`src/rtl/clk_div_monitor_pkg.sv`:
```
// rtl/clk_div_monitor_pkg.sv - shared types and constants for the divided-clock monitor
//
// Purpose: monitor FSM state encoding and the default divide ratio used by the
//          divide-by-3 stage this monitor was first built to check.
// Ports:   none (package).

package clk_div_monitor_pkg;

   typedef enum logic [1:0] {
      ST_IDLE = 2'd0,
      ST_ARM  = 2'd1,
      ST_ACQ  = 2'd2,
      ST_LOCK = 2'd3
   } mon_state_e;

   localparam int unsigned DIV3_PERIOD = 3;

endpackage

```
`src/rtl/div_period_meter.sv`:
```
// rtl/div_period_meter.sv - edge detector, period/high counters and measurement capture
//
// Purpose: times each divided cycle in source-clock cycles, rise to rise.
// Ports:
//   clk, rst       source clock, async active-low reset
//   div_i          divided clock under check (synchronous level)
//   cnt_en_i       0 holds both counters at 0
//   cnt_hold_i     1 freezes counters except that a rise restarts them at 1
//   meas_en_i      allows a rise to publish period_o/high_o
//   rise_o         rising edge of div_i this cycle
//   per_cnt_o      cycles since last rise (saturating), hi_cnt_o high cycles since last rise
//   per_sat_o      per_cnt_o is at its ceiling
//   period_o, high_o, meas_valid_o   registered measurement and its one-cycle strobe

module div_period_meter #(
   parameter int unsigned CNT_W = 8
) (
   input  logic             clk,
   input  logic             rst,
   input  logic             div_i,
   input  logic             cnt_en_i,
   input  logic             cnt_hold_i,
   input  logic             meas_en_i,
   output logic             rise_o,
   output logic [CNT_W-1:0] per_cnt_o,
   output logic [CNT_W-1:0] hi_cnt_o,
   output logic             per_sat_o,
   output logic [CNT_W-1:0] period_o,
   output logic [CNT_W-1:0] high_o,
   output logic             meas_valid_o
);

   localparam logic [CNT_W-1:0] CNT_MAX = '1;

   logic             div_q;
   logic [CNT_W-1:0] per_cnt_q, per_cnt_d;
   logic [CNT_W-1:0] hi_cnt_q, hi_cnt_d;
   logic [CNT_W-1:0] period_q, period_d;
   logic [CNT_W-1:0] high_q, high_d;
   logic             meas_valid_q, meas_valid_d;
   logic             take;

   assign rise_o    = div_i & ~div_q;
   assign per_sat_o = (per_cnt_q == CNT_MAX);
   assign take      = meas_en_i & rise_o;

   always_comb begin
      per_cnt_d    = per_cnt_q;
      hi_cnt_d     = hi_cnt_q;
      period_d     = period_q;
      high_d       = high_q;
      meas_valid_d = take;

      if (!cnt_en_i) begin
         per_cnt_d = '0;
         hi_cnt_d  = '0;
      end else if (rise_o) begin
         // The rise cycle itself is the first cycle of the new period and is high.
         per_cnt_d = {{(CNT_W-1){1'b0}}, 1'b1};
         hi_cnt_d  = {{(CNT_W-1){1'b0}}, 1'b1};
      end else if (!cnt_hold_i) begin
         if (per_cnt_q != CNT_MAX) begin
            per_cnt_d = per_cnt_q + 1'b1;
         end
         if (div_i && (hi_cnt_q != CNT_MAX)) begin
            hi_cnt_d = hi_cnt_q + 1'b1;
         end
      end

      // Counters still hold the just-finished period at the rise, before restarting.
      if (take) begin
         period_d = per_cnt_q;
         high_d   = hi_cnt_q;
      end
   end

   always_ff @(posedge clk or negedge rst) begin
      if (!rst) begin
         div_q        <= 1'b0;
         per_cnt_q    <= '0;
         hi_cnt_q     <= '0;
         period_q     <= '0;
         high_q       <= '0;
         meas_valid_q <= 1'b0;
      end else begin
         div_q        <= div_i;
         per_cnt_q    <= per_cnt_d;
         hi_cnt_q     <= hi_cnt_d;
         period_q     <= period_d;
         high_q       <= high_d;
         meas_valid_q <= meas_valid_d;
      end
   end

   assign per_cnt_o    = per_cnt_q;
   assign hi_cnt_o     = hi_cnt_q;
   assign period_o     = period_q;
   assign high_o       = high_q;
   assign meas_valid_o = meas_valid_q;

endmodule

```
`src/rtl/clk_div_monitor.sv`:
```
// rtl/clk_div_monitor.sv - lock/error checker for divide-by-N clock stages
//
// Purpose: compares every measured divided cycle against the programmed period and
//          high time, declares lock after LOCK_CNT consecutive matches, flags errors.
// Ports:
//   clk, rst               source clock, async active-low reset
//   en                     monitor enable; 0 returns to IDLE
//   div_in                 divided clock under check
//   exp_period, exp_high   expected period / high time in clk cycles
//   clr_err                clears err and err_cnt
//   period_out, high_out   last measurement; meas_valid pulses when they update
//   locked                 lock indication
//   err, err_cnt           sticky error flag and saturating count of errors raised in LOCK

module clk_div_monitor
   import clk_div_monitor_pkg::*;
#(
   parameter int unsigned CNT_W    = 8,
   parameter int unsigned LOCK_CNT = 4,
   parameter int unsigned ERR_W    = 8
) (
   input  logic             clk,
   input  logic             rst,
   input  logic             en,
   input  logic             div_in,
   input  logic [CNT_W-1:0] exp_period,
   input  logic [CNT_W-1:0] exp_high,
   input  logic             clr_err,
   output logic [CNT_W-1:0] period_out,
   output logic [CNT_W-1:0] high_out,
   output logic             meas_valid,
   output logic             locked,
   output logic             err,
   output logic [ERR_W-1:0] err_cnt
);

   localparam int unsigned      GW      = $clog2(LOCK_CNT + 1);
   localparam logic [GW-1:0]    GOOD_LAST = GW'(LOCK_CNT - 1);
   localparam logic [ERR_W-1:0] ERR_MAX = '1;

   mon_state_e       state_q, state_d;
   logic [GW-1:0]    good_q, good_d;
   logic             err_q, err_d;
   logic [ERR_W-1:0] err_cnt_q, err_cnt_d;

   logic             rise;
   logic [CNT_W-1:0] per_cnt;
   logic [CNT_W-1:0] hi_cnt;
   logic             per_sat;
   logic             match;
   logic             err_ev;

   div_period_meter #(
      .CNT_W (CNT_W)
   ) u_meter (
      .clk          (clk),
      .rst          (rst),
      .div_i        (div_in),
      .cnt_en_i     (en && (state_q != ST_IDLE)),
      .cnt_hold_i   (state_q == ST_ARM),
      .meas_en_i    (en && ((state_q == ST_ACQ) || (state_q == ST_LOCK))),
      .rise_o       (rise),
      .per_cnt_o    (per_cnt),
      .hi_cnt_o     (hi_cnt),
      .per_sat_o    (per_sat),
      .period_o     (period_out),
      .high_o       (high_out),
      .meas_valid_o (meas_valid)
   );

   // A saturated period is never a valid match, even if exp_period is all ones.
   assign match = (per_cnt == exp_period) && (hi_cnt == exp_high) && !per_sat;

   always_comb begin
      state_d = state_q;
      good_d  = good_q;
      err_ev  = 1'b0;

      if (!en) begin
         state_d = ST_IDLE;
         good_d  = '0;
      end else begin
         case (state_q)
            ST_IDLE: state_d = ST_ARM;
            ST_ARM: begin
               // First rise only opens a period; nothing to measure yet.
               if (rise) begin
                  state_d = ST_ACQ;
                  good_d  = '0;
               end
            end
            ST_ACQ: begin
               if (rise) begin
                  if (!match) begin
                     good_d = '0;
                  end else if (good_q == GOOD_LAST) begin
                     state_d = ST_LOCK;
                     good_d  = '0;
                  end else begin
                     good_d = good_q + 1'b1;
                  end
               end
            end
            ST_LOCK: begin
               // Stopped divider: a saturated period with no rise counts as one error;
               // ACQ ignores saturation so it is not counted again.
               if ((rise && !match) || (!rise && per_sat)) begin
                  err_ev  = 1'b1;
                  state_d = ST_ACQ;
                  good_d  = '0;
               end
            end
            default: state_d = ST_IDLE;
         endcase
      end
   end

   // An error in the same cycle as clr_err wins and restarts the count at 1.
   always_comb begin
      err_d     = err_q;
      err_cnt_d = err_cnt_q;
      if (err_ev) begin
         err_d = 1'b1;
         if (clr_err) begin
            err_cnt_d = {{(ERR_W-1){1'b0}}, 1'b1};
         end else if (err_cnt_q != ERR_MAX) begin
            err_cnt_d = err_cnt_q + 1'b1;
         end
      end else if (clr_err) begin
         err_d     = 1'b0;
         err_cnt_d = '0;
      end
   end

   always_ff @(posedge clk or negedge rst) begin
      if (!rst) begin
         state_q   <= ST_IDLE;
         good_q    <= '0;
         err_q     <= 1'b0;
         err_cnt_q <= '0;
      end else begin
         state_q   <= state_d;
         good_q    <= good_d;
         err_q     <= err_d;
         err_cnt_q <= err_cnt_d;
      end
   end

   assign locked  = (state_q == ST_LOCK);
   assign err     = err_q;
   assign err_cnt = err_cnt_q;

endmodule

```
`config.mk`:
```
export PLATFORM = sky130hd
export DESIGN_NAME = clk_div_monitor
export DESIGN_NICKNAME = d
export VERILOG_FILES = /design/src/rtl/clk_div_monitor_pkg.sv /design/src/rtl/div_period_meter.sv /design/src/rtl/clk_div_monitor.sv
export SDC_FILE = /design/constraint.sdc
export NUM_CORES = 1
export LEC_CHECK = 0
export ABC_AREA = 1
export BUFFER_PORTS_ARGS = -buffer_cell sky130_fd_sc_hd__buf_2
export CAP_MARGIN = 20
export CORE_MARGIN = 3
export CORE_UTILIZATION = 59
export DETAILED_ROUTE_END_ITERATION = 8
export PLACE_DENSITY = 0.84
export SLEW_MARGIN = 25
export SYNTH_ARGS = -nofsm -noshare
export SYNTH_HDL_FRONTEND = slang
export SYNTH_SLANG_ARGS = --single-unit
```
`constraint.sdc`:
```
create_clock -name clk -period 5.2 [get_ports clk]
set_clock_uncertainty 0.1 [all_clocks]
set_input_delay 0.26 -clock clk [delete_from_list [all_inputs] [get_ports clk]]
set_output_delay 0.26 -clock clk [all_outputs]
set_load 0.05 [all_outputs]
```
# Word-level counts from Yosys, hierarchy flattened
# Cells that the tools add are included.
op_classes:
  reduce_logical: 21
  n_eq_ne: 19
  bitwise: 3
  mux: 31
  addsub: 4
op_table:
  columns: ["op", "count"]
  rows:
  - ["$mux W8", 12]
  - ["$add A8 B1 Y8 const B", 3]
  - ["$ne A8 B8 Y1 const B", 3]
  - ["$mux W3", 6]
  - ["$ne A3 B3 Y1 const B", 6]
  - ["$eq A8 B8 Y1", 2]
  - ["$mux W2", 6]
  - ["$pmux W3 S3", 1]
  - ["$eq A8 B8 Y1 const B", 1]
  - ["$pmux W2 S4", 1]
  - ["$logic_and A1 B1 Y1", 7]
  - ["$ne A3 B2 Y1 const B", 2]
  - ["$reduce_and A2 Y1", 3]
  - ["$reduce_bool A2 Y1", 3]
  - ["$mux W1", 5]
  - ["$reduce_and A5 Y1", 1]
  - ["$eq A2 B2 Y1 const B", 2]
  - ["$ne A4 B1 Y1 const B", 1]
  - ["$reduce_and A4 Y1", 1]
  - ["$add A3 B1 Y3 const B", 1]
  - ["$eq A3 B2 Y1 const B", 1]
  - ["$logic_not A1 Y1", 3]
  - ["$and A1 B1 Y1", 2]
  - ["$eq A2 B1 Y1 const B", 1]
  - ["other kinds (3)", 4]
totals:
  regBits: 48
  wordCells: 88

# Logic depth before layout (Yosys ltp)
logic_depth:
  word_depth: 11
  depth_mapped: 12

# Modules after synthesis
# Synthesis repeated with hierarchy kept, for this count alone.
hier_totals:
  cells_unflattened: 405
  area_unflattened_um2: 3044.2
modules_own_cells:
  columns: ["mod", "cells_per_inst", "n_inst", "area_each_um2"]
  rows:
  - ["div_period_meter", 208, 1, 1722.9]
  - ["clk_div_monitor", 197, 1, 1321.3]

# Worst setup path before layout
# No wires, ideal clock.
synth_timing:
  kind: "reg2reg"
  startpoint: "register err_cnt_q[0], in the netlist err_cnt[0]"
  endpoint: "register err_cnt_q[0], in the netlist err_cnt[0]"
  arrival_time_ns: 1.807
  path_stages_with_launch: 9
  required_time_ns: 4.981
  period_less_slack_ns: 2.026
  setup_slack_ns: 3.174
  cell_sequence: "dfrtp_1 > ha_1 > and3_1 > nand3_1 > nand3b_1 > nand4_4 > nor2_1 > nor2_1 > nand2_1"
synth_via:
  elab_chain_cells: 4
synth_rtl:
  columns: ["element", "line_no", "text"]
  rows:
  - ["from (decl)", "clk_div_monitor.sv:44", "logic [ERR_W-1:0] err_cnt_q, err_cnt_d;"]
  - ["from (signal assigned)", "clk_div_monitor.sv:145", "err_cnt_q <= err_cnt_d;"]
  - ["$add A8 B1 Y8", "clk_div_monitor.sv:127", "err_cnt_d = err_cnt_q + 1'b1;"]
  - ["$mux W8", "clk_div_monitor.sv:126", "end else if (err_cnt_q != ERR_MAX) begin"]
  - ["$mux W8", "clk_div_monitor.sv:124", "if (clr_err) begin"]
  - ["$mux W8", "clk_div_monitor.sv:122", "if (err_ev) begin"]
# Several ways; a longest one is shown, not always the timed one. The select of a mux whose other input is x is not followed.
# A chain may end at the register's enable or synchronous reset.

# Worst setup path after layout
layout_timing:
  startpoint: "input div_in"
  endpoint: "register u_meter.high_q[6], in the netlist u_meter.high_o[6]"
layout_via:
  elab_chain_cells: 2
layout_rtl:
  columns: ["element", "line_no", "text"]
  rows:
  - ["from (decl)", "clk_div_monitor.sv:25", "input logic div_in,"]
  - ["$and A1 B1 Y1", "div_period_meter.sv:43", "assign rise_o = div_i & ~div_q;"]
  - ["$and A1 B1 Y1", "div_period_meter.sv:45", "assign take = meas_en_i & rise_o;"]
  - ["net u_meter.meas_valid_d", "div_period_meter.sv:40", "logic meas_valid_q, meas_valid_d;"]
  - ["to (signal assigned)", "div_period_meter.sv:90", "high_q <= high_d;"]
  - ["to (decl)", "div_period_meter.sv:39", "logic [CNT_W-1:0] high_q, high_d;"]
# The timed path passes the listed nets, and every way through them passes these cells.

==> run summary <==
global placer's final weighted congestion: 0.885
Distinct cells, synth: 30
first-pass GRT wire length: 9.79 mm
die span in y: 73.8 um
initial antenna violation count: 0
first-pass iteration count of the detailed router: 4
setup TNS: 0 ns
core area: 4380 um^2
vias in the first global route: 2,251
Required @ worst endpoint: 5.31 ns
clk buf depth: 2
Routed WL: 5.70 mm
fin crit share: 42.8%
Fillers: 358
# rows: 24
YS warnings: 0
Leak: 1.67 nW
port bufs: 47
Max Fclk: 450 MHz
clk_lat worst skew: 0.31 ns
CP max-delay cell: dlygate4sd3_1
n_diodes: 0
Syn Nets: 377
Setup Fix Bufs, Post-CTS: 0
Synth Flop Type: dfrtp_1
WL met1: 2.57 mm
io pins: 48
H-tree Lvls: 2
drt first-iter violations: 192
Post-Synthesis Cells: 348
initial core utilization: 61.8%
WL met2: 2.77 mm
Startpoint Class: input pin
layout cells sized above 1: 19.5%
crit-path max cell delay: 0.52 ns
WS Path Type: input pin to flip-flop
max-cap viol count: 0
Max VDD drop: 0.201 mV
Final HPWL DP: 4.16 mm
syn_area_per_cell: 7.78 um^2
pins over their slew limit: 0
Sinks on Clock Net: 48
Max-slew headroom: 44.9%
clock slew at reported path FFs: 0.08 ns
Async S/R FF share, synth: 100%
crit-path cells: dlygate4sd3_1 -> buf_2 -> inv_1 -> nor2_1 -> inv_1 -> a21oi_1 -> inv_1 -> o21ai_0
Total GRT Usage: 23.0%
Resized cells post-CTS: 0
status: complete, no violations
CTS buffer count: 5
number of synthesized flops with an enable pin: 0
DR vias/cell: 5.29
global route overflow: 0
synthesis-stage register bit count: 48
largest net degree at the start of global routing: 49
CP arrival: 2.33 ns
CTS tree: built
CTS root buf: clkbuf_8
Max Used Layer: met4
Area Growth Syn to Fin: 14.7%
Top cell by count, worst path: inv_1
register area share after synthesis: 44.3%
Post-route DRC: 0
clock period minus worst slack: 2.22 ns
routed len/inst: 12.6 um
Crit Path Max Fanout: 32
final worst setup slack: 2.98 ns
Syn Std Cell Area: 2710 um^2
area of the multi-input gates: 1310 um^2
power per cell area: 300 nW/um^2
Hold Crit Class: input pin to flip-flop
nets: 429
DR vias: 2,398
Final ANT Viol Nets: 0
RSZ-0062 raised after global routing: false
endpoint type of the worst setup path: flip-flop
FF+latch area: 1200 um^2
final number of setup-violating endpoints: 0
met3 wire len: 269 um
die width: 73.8 um
die area: 5440 um^2
worst-margin pin slew: 0.826 ns
DP Worst Slack: 3.20 ns
Fin. Hold Viols: 0
## cells in the final DEF (no fill, tap or decap), types with 2 or more instances in the layout
cell,instances
inv_2,12
inv_1,37
nand4_4,2
or3_1,2
nand3_1,19
clkbuf_8,6
o21a_1,3
nor2_4,3
nand2_1,100
xor2_1,4
nand4_1,10
nor3_1,2
nand2_4,2
a211oi_1,2
nand3b_1,3
o21ai_1,6
nor2_1,27
ha_1,8
xnor2_1,3
o21ai_0,27
dlygate4sd3_1,2
nand2_2,3
buf_2,46
a21oi_1,12
dfrtp_1,48
a22oi_1,2
clkbuf_1,2
o211ai_1,2
## kinds of logic after synthesis
group,share of synthesized area (%)
AO/OA/AOI/OAI,10.8
XOR/XNOR,2.26
flip-flops,44.3
adder cells (fa/ha/maj),3.70
AND/OR/NAND/NOR,31.4
buffers and inverters,7.48
## through the flow
stage | power (W) | instance area, um^2 | util, % | hold slack [ns] | std cells
after global placement | 0.000699 | 2990 | 68.3 | 0.319 | 443
after CTS | 0.000938 | 3110 | 70.9 | 0.136 | 453
after detailed placement | 0.000706 | 3000 | 68.4 | 0.211 | 443
after global routing | 0.000987 | 3110 | 70.9 | 0.148 | 453
after floorplan | 0.000634 | 2710 | - | -0.136 | 348
final | 0.000933 | 3110 | 70.9 | 0.145 | 453
## final cells by class
class                           count  area share [%]
Multi-Input combinational cell    246            42.0
Inverter                           50            6.04
Clock buffer                        8            2.90
Tap cell                           52            2.09
Timing Repair Buffer               49            8.30
Sequential cell                    48            38.7
## cell usage after synthesis, drive strengths merged, types with 2 or more instances
library cell    n  area [um^2]
o211ai          2         15.0
nand2         105          417
nand4          12          105
nand3b          3         22.5
nor3            2         10.0
xor2            4         35.0
nor2           31          155
ha              8          100
inv            49          184
nand3          21          123
o21ai          33          165
or3             2         12.5
xnor2           3         26.3
a211oi          2         15.0
clkbuf          4         15.0
dfrtp          48         1200
a21oi          12         60.1
o21a            3         22.5
a22oi           2         15.0
## worst max-delay path: cells and delay by family
family | cells | cell delay (ns)
buffers and inverters | 5 | 1.25
AOI/OAI and AO/OA | 2 | 0.54
and+or+nand+nor | 1 | 0.26
## registers in the layout (all words and copies together), names as in the netlist
name                  cells
err                       1
good_q                    3
u_meter.period_o          8
state_q                   2
err_cnt                   8
u_meter.per_cnt_o         8
u_meter.hi_cnt_o          8
u_meter.div_q             1
u_meter.meas_valid_o      1
u_meter.high_o            8
## power by group
| group | leakage, nW | switching, W | internal (W) |
|---|---|---|---|
| combinational | 0.965 | 0.000194 | 0.0000793 |
| sequential | 0.663 | 0.0000260 | 0.000402 |
| clock | 0.0455 | 0.000122 | 0.000109 |
| total | 1.67 | 0.000343 | 0.000590 |
## path summary, 6_finish.rpt
check,startpoint,end,depth (start not counted),slack (ns)
max in group asynchronous,rst,err,2,4.19
min in group asynchronous,rst,u_meter.period_o[4],2,0.40
worst min-delay path,clr_err,err_cnt[1],4,0.14
worst min register to register,u_meter.period_o[3],u_meter.period_o[3],2,0.38
worst max-delay path,div_in,u_meter.high_o[6],8,2.98
worst max register to register,state_q[0],u_meter.high_o[6],6,3.14
## metal layers
metal  vias to the layer above  global-route usage (%)
li1                       1224                       -
met1                      1112                    29.7
met2                        55                    38.5
met3                         7                    3.83
met4                         0                    8.45
met5                         -                       0
## repair_timing
action	4_1_cts	5_1_grt
endpoints found under the setup margin	0	0
endpoints found under the hold margin	49	0
hold buffers	2	0
Note: power is estimated with default switching activity, not from simulation.
